==> src/rtl/dot_acc_pkg.sv <==
// dot_acc_pkg: shared definitions for the dot-product accumulator.
//   PROD_W / PROD_MAX : width and largest legal value of a 4x3 product (15*7).
//   state_t           : frame FSM states (ACC = collecting terms, HOLD = sum presented).
//   dbg_t             : FSM observation struct (state + zero-extended term count).
//   cnt_width()       : term counter width for a given frame length.
package dot_acc_pkg;

  localparam int PROD_W   = 7;
  localparam int PROD_MAX = 105;

  typedef enum logic {
    ACC  = 1'b0,
    HOLD = 1'b1
  } state_t;

  // Counter is at most 8 bits (N_TERMS <= 256), so a fixed 8-bit field suffices.
  typedef struct packed {
    state_t     state;
    logic [7:0] cnt;
  } dbg_t;

  function automatic int cnt_width(input int n_terms);
    return $clog2(n_terms);
  endfunction

endpackage

==> src/rtl/acc_add.sv <==
// acc_add: combinational accumulator adder, a + zero-extended b.
//   a   : current accumulator value (ACC_W bits)
//   b   : unsigned product (PROD_W bits)
//   sum : next accumulator value
//   carry (only with DOT_ACC_SAT_EN): the ACC_W+1-bit sum carried out
// Configuration macro DOT_ACC_SAT_EN:
//   defined   -> on carry out the sum saturates to all-ones
//   undefined -> the sum wraps modulo 2^ACC_W and no carry is produced
module acc_add
  import dot_acc_pkg::*;
#(
  parameter int ACC_W = 10
) (
  input  logic [ACC_W-1:0]  a,
  input  logic [PROD_W-1:0] b,
  output logic [ACC_W-1:0]  sum
`ifdef DOT_ACC_SAT_EN
  ,
  output logic              carry
`endif
);

`ifdef DOT_ACC_SAT_EN
  logic [ACC_W:0] raw;

  assign raw   = {1'b0, a} + (ACC_W+1)'(b);
  assign carry = raw[ACC_W];
  // Once saturated, adding any non-zero product carries again, so the
  // accumulator stays pinned at all-ones for the rest of the frame.
  assign sum   = raw[ACC_W] ? '1 : raw[ACC_W-1:0];
`else
  assign sum = a + ACC_W'(b);
`endif

endmodule

==> src/rtl/dot_acc_4x3.sv <==
// dot_acc_4x3: accumulates N_TERMS unsigned 7-bit products into one frame sum.
//   clk, rst_n           : clock, asynchronous active-low reset
//   clear                : synchronous abort of the frame in progress (highest priority)
//   in_valid/in_ready    : product input handshake, in_prod is the product
//   out_valid/out_ready  : frame sum output handshake, out_sum/out_ovf are the result
//   busy                 : a term has been accepted this frame, or a result is held
// Handshakes: a transfer happens on a rising clk edge where valid and ready are
// both high; valid never waits on ready, and the payload is stable while
// valid is high and ready is low.
// Configuration macro DOT_ACC_SAT_EN: when defined, a frame that carries out
// of ACC_W bits saturates to all-ones and reports out_ovf=1; when undefined
// the sum wraps and out_ovf is tied low.
module dot_acc_4x3
  import dot_acc_pkg::*;
#(
  parameter int N_TERMS = 8,
  parameter int ACC_W   = 10
) (
  input  logic              clk,
  input  logic              rst_n,
  input  logic              clear,
  input  logic              in_valid,
  output logic              in_ready,
  input  logic [PROD_W-1:0] in_prod,
  output logic              out_valid,
  input  logic              out_ready,
  output logic [ACC_W-1:0]  out_sum,
  output logic              out_ovf,
  output logic              busy
);

  localparam int CNT_W = cnt_width(N_TERMS);

  state_t           state;
  state_t           state_nxt;
  logic [ACC_W-1:0] acc;
  logic [CNT_W-1:0] cnt;
  logic [ACC_W-1:0] sum_nxt;
  logic             take;
  logic             last;
  dbg_t             dbg;

  assign take = in_valid & in_ready;
  assign last = (cnt == CNT_W'(N_TERMS - 1));

`ifdef DOT_ACC_SAT_EN
  logic carry;
  logic ovf_run;
  logic ovf_q;

  acc_add #(.ACC_W(ACC_W)) u_add (
    .a     (acc),
    .b     (in_prod),
    .sum   (sum_nxt),
    .carry (carry)
  );

  // ovf_run remembers any carry earlier in the frame; ovf_q is the reported flag.
  always_ff @(posedge clk or negedge rst_n) begin
    if (!rst_n) begin
      ovf_run <= 1'b0;
      ovf_q   <= 1'b0;
    end else if (clear) begin
      ovf_run <= 1'b0;
      ovf_q   <= 1'b0;
    end else if (take) begin
      if (last) begin
        ovf_q   <= ovf_run | carry;
        ovf_run <= 1'b0;
      end else begin
        ovf_run <= ovf_run | carry;
      end
    end
  end

  assign out_ovf = ovf_q;
`else
  acc_add #(.ACC_W(ACC_W)) u_add (
    .a   (acc),
    .b   (in_prod),
    .sum (sum_nxt)
  );

  assign out_ovf = 1'b0;
`endif

  // State register
  always_ff @(posedge clk or negedge rst_n) begin
    if (!rst_n) state <= ACC;
    else        state <= state_nxt;
  end

  // Next-state logic
  always_comb begin
    state_nxt = state;
    if (clear) begin
      state_nxt = ACC;
    end else begin
      case (state)
        ACC:     if (take && last) state_nxt = HOLD;
        HOLD:    if (out_ready)    state_nxt = ACC;
        default: state_nxt = ACC;
      endcase
    end
  end

  // Output logic
  always_comb begin
    in_ready  = 1'b0;
    out_valid = 1'b0;
    case (state)
      ACC:     in_ready  = 1'b1;
      HOLD:    out_valid = 1'b1;
      default: in_ready  = 1'b0;
    endcase
  end

  // Accumulator, term counter and result register. out_sum is left alone by
  // clear so the last delivered sum stays visible.
  always_ff @(posedge clk or negedge rst_n) begin
    if (!rst_n) begin
      acc     <= '0;
      cnt     <= '0;
      out_sum <= '0;
    end else if (clear) begin
      acc <= '0;
      cnt <= '0;
    end else if (take) begin
      if (last) begin
        out_sum <= sum_nxt;
        acc     <= '0;
        cnt     <= '0;
      end else begin
        acc <= sum_nxt;
        cnt <= cnt + CNT_W'(1);
      end
    end
  end

  assign dbg.state = state;
  assign dbg.cnt   = 8'(cnt);
  assign busy      = (dbg.cnt != 8'd0) | (dbg.state == HOLD);

  // Products come from a 4x3 multiplier and can never exceed 15*7.
  a_prod_range : assert property (@(posedge clk) disable iff (!rst_n)
    take |-> (in_prod <= 7'(PROD_MAX)));

endmodule

==> config.mk <==
export PLATFORM = sky130hd
export DESIGN_NAME = dot_acc_4x3
export DESIGN_NICKNAME = d
export VERILOG_FILES = /design/src/rtl/dot_acc_pkg.sv /design/src/rtl/acc_add.sv /design/src/rtl/dot_acc_4x3.sv
export SDC_FILE = /design/constraint.sdc
export NUM_CORES = 1
export LEC_CHECK = 0
export ABC_AREA = 1
export CAP_MARGIN = 10
export CORE_ASPECT_RATIO = 2
export CORE_MARGIN = 4
export CORE_UTILIZATION = 45
export DETAILED_ROUTE_END_ITERATION = 16
export PLACE_DENSITY = 0.73
export SKIP_LAST_GASP = 1
export SLEW_MARGIN = 10
export SYNTH_ARGS = -nofsm -noshare
export SYNTH_HDL_FRONTEND = slang
export SYNTH_SLANG_ARGS = --single-unit
==> constraint.sdc <==
create_clock -name clk -period 2.2 [get_ports clk]
set_input_delay 0.44 -clock clk [delete_from_list [all_inputs] [get_ports clk]]
set_output_delay 0.44 -clock clk [all_outputs]
set_load 0.1 [all_outputs]
==> impl_metrics.toml <==
[critical_path]
start_kind = "input port"
crit_chain = "clkdlybuf4s50_1 > ha_1 > inv_1 > fa_1 > o21ai_2 > nand2_1 > nand2_1 > nand2_1 > nand3_1 > nand2_1"
crit_top_cell = "nand2_1"
timing.rr.start = "acc[0]"
critPathKind = "input port to register"
cpPeakStageDelay_ps = 460
crit_path_end_kind = "register"
cp_num_cells = 10
r2r-end = "out_sum[6]"
critPathSlowestCell = "clkdlybuf4s50_1"
crit_path_start = "in_prod[0]"
r2r_slack_ps = 490
endpoint = "out_sum[6]"
crit_arrival_ps = 2140
path_delay_family = "adder cells"
crit_fanout = 3
crit_required_ps = 2370
rr_worst_depth = 9
worstPathBufferInverterCount = 2

[sta]
fmax_ghz = 0.506
final_hold_viol_count = 0
whs_ps = 485
fin_crit_sh_pct = 89.9
rsz0062_at_grt = "no"
fin_crit_ps = 1980
fin_skew_ps = 4.11
setup_viol = 0
drv_slew = 0

[placement]
port-buffer-count = 24
place.gp.congestion = 0.848
detailed_place.area_sq_mm = 0.00169
dp_hpwl_microns = 2450

[die]
die_h_microns = 87.3
row_count = 28
die-area_sq_mm = 0.00416
die_x_microns = 47.7
initial_core_util_pct = 47.6
coreArea_sq_mm = 0.00298
io-pin-count = 26

[routing]
routed_wl_microns = 3150
num_vias = 1234
drc = 0
ant_nets = 0
wl_per_cell_microns = 13.5
vias_per_cell = 5.27
drtPass1Iterations = 4
drtIter0Drc = 23

[yosys]
yosys_warnings = 0
ys_ff_latch = 24
ys_types = 30
synthCells = 175
ys_seq_area_share_pct = 42.4
netlist_area_sq_mm = 0.00142
syn_nets = 198
syn_avg_cell_area_sq_um = 8.09

[power]
switching_share_pct = 31.4
total_power_mw = 1.06
p_comb_share_pct = 26.0
irDropWorstVdd_v = 0.000411
p_seq_share_pct = 45.1
p_per_area_mw_per_mm2 = 609
pwr-share-clk_pct = 28.9
power_leakage_nw = 0.970
p_int_uw = 728
switchingPower_uw = 333

[worst_hold_path]
min_path_type = "register to register"

[global_route]
antenna_found_initial = 0
grt_overflow = 0
track_usage_pct = 18.4
grt_pass1_vias = 1347
grt_start_max_net_pins = 25
grt_pass1_wl_microns = 5530

[clock_network]
cts_hold_buf = 0
clock_latency_ps = 280
htree_levels = 1
cts_buffer_depth = 2
root_buffer = "clkbuf_8"
path_clk_slew_ps = 80
clock-sinks = 24
cts_buffers = 3
cts_tree = "done"
post_cts_buffers = 0
ctsResizeCount = 0

[layout]
num_antenna_cells = 0
final_common_cell = "nand2_1"
nets = 228
final_cell_mix = "62 x nand2_1, 23 x dfrtp_1, 20 x inv_1"
areaGrowthSynthToFinish_pct = 23.0
fin_util_pct = 58.5
post-route-cell-area_sq_mm = 0.00174
final_layout_size_suffix_gt1_share_pct = 16.2

[outcome]
outcome = "completed"

[flow_run]
maxCapViolCount = 0
tightest hold or removal path, delay by kind of cell (launching register included):
family	cells	cell delay, ps
and+or+nand+nor	2	110
DFF	1	350
worst min path at each step:
stage / endpoint / startpoint / slack [ps] / depth (start not counted)
2_1_floorplan: acc[0] / rst_n / 140 / 0
3_3_place_gp: out_sum[5] / out_sum[5] / 470 / 2
3_5_place_dp: out_sum[8] / out_sum[8] / 470 / 2
4_1_cts: out_sum[8] / out_sum[8] / 490 / 2
5_1_grt: out_sum[7] / out_sum[7] / 510 / 2
6_report: out_sum[8] / out_sum[8] / 480 / 2
routing by layer:
layer | vias up | wire, microns | global-route usage [%]
met1 | 587 | 1170 | 19.8
met5 | - | 0 | 0
li1 | 613 | - | -
met3 | 9 | 128 | 2.07
met2 | 25 | 1720 | 32.0
met4 | 0 | 123 | 10.8
synth_stat cells:
library cell / count / area share, %
o21ai_2: 3 / 1.9
nand3b_1: 2 / 1.1
inv_1: 20 / 5.3
inv_2: 2 / 0.53
or2_1: 1 / 0.44
inv_4: 1 / 0.44
dfrtp_1: 24 / 42
nor2_1: 7 / 1.9
conb_1: 1 / 0.26
buf_2: 1 / 0.35
o21ai_0: 7 / 2.5
nand4_1: 1 / 0.44
nor2_8: 1 / 1.4
nand2_4: 1 / 0.79
nand2_1: 62 / 16
o31ai_1: 1 / 0.53
ha_1: 10 / 8.8
nor2_4: 1 / 0.79
fa_1: 1 / 1.4
a22oi_1: 1 / 0.53
nand3_2: 1 / 0.71
buf_6: 1 / 0.79
a22o_1: 1 / 0.62
xnor2_1: 3 / 1.9
a21oi_1: 2 / 0.71
o22ai_1: 1 / 0.44
nand3_1: 15 / 5.3
o21bai_1: 1 / 0.53
o21ai_1: 1 / 0.35
buf_4: 1 / 0.53
flip-flops by register name (all words and copies together) (netlist names):
signal   count
acc         10
cnt          3
out_sum     10
state        1
per-stage QoR:
step / std cells / setup TNS (ps) / worst slack [ps]
after floorplan: 175 / 0 / 92.9
after global placement: 230 / 0 / 3.65
after detailed placement: 230 / -172 / -56.0
after CTS: 234 / 0 / 240
after global routing: 234 / 0 / 110
final: 234 / 0 / 223
cell families after synthesis:
| group | count (synthesis) | synth area share [%] |
|---|---|---|
| and+or+nand+nor | 92 | 29.2 |
| xor gates and xnor gates | 3 | 1.86 |
| DFF | 24 | 42.4 |
| buffers and inverters | 26 | 7.95 |
| other | 1 | 0.265 |
| AOI/OAI and AO/OA | 18 | 8.04 |
| adders and majority gates | 11 | 10.2 |
power groups by stage:
stage                     clock network (mW)  registers [mW]  logic (mW)
final                                  0.307           0.479       0.275
after global routing                   0.329           0.483       0.308
after CTS                              0.313           0.479       0.277
after detailed placement                   0           0.488       0.275
after global placement                     0           0.486       0.269
after floorplan                            0           0.492       0.182
layout make-up:
class	instances	area (sq um)
Inverter	23	88.8
Clock buffer	4	55.1
Timing Repair Buffer	28	250
Tap cell	30	37.5
Sequential cell	24	602
Fill cell	292	1240
Multi-Input combinational cell	125	708
(Power assumes the default switching activity.)
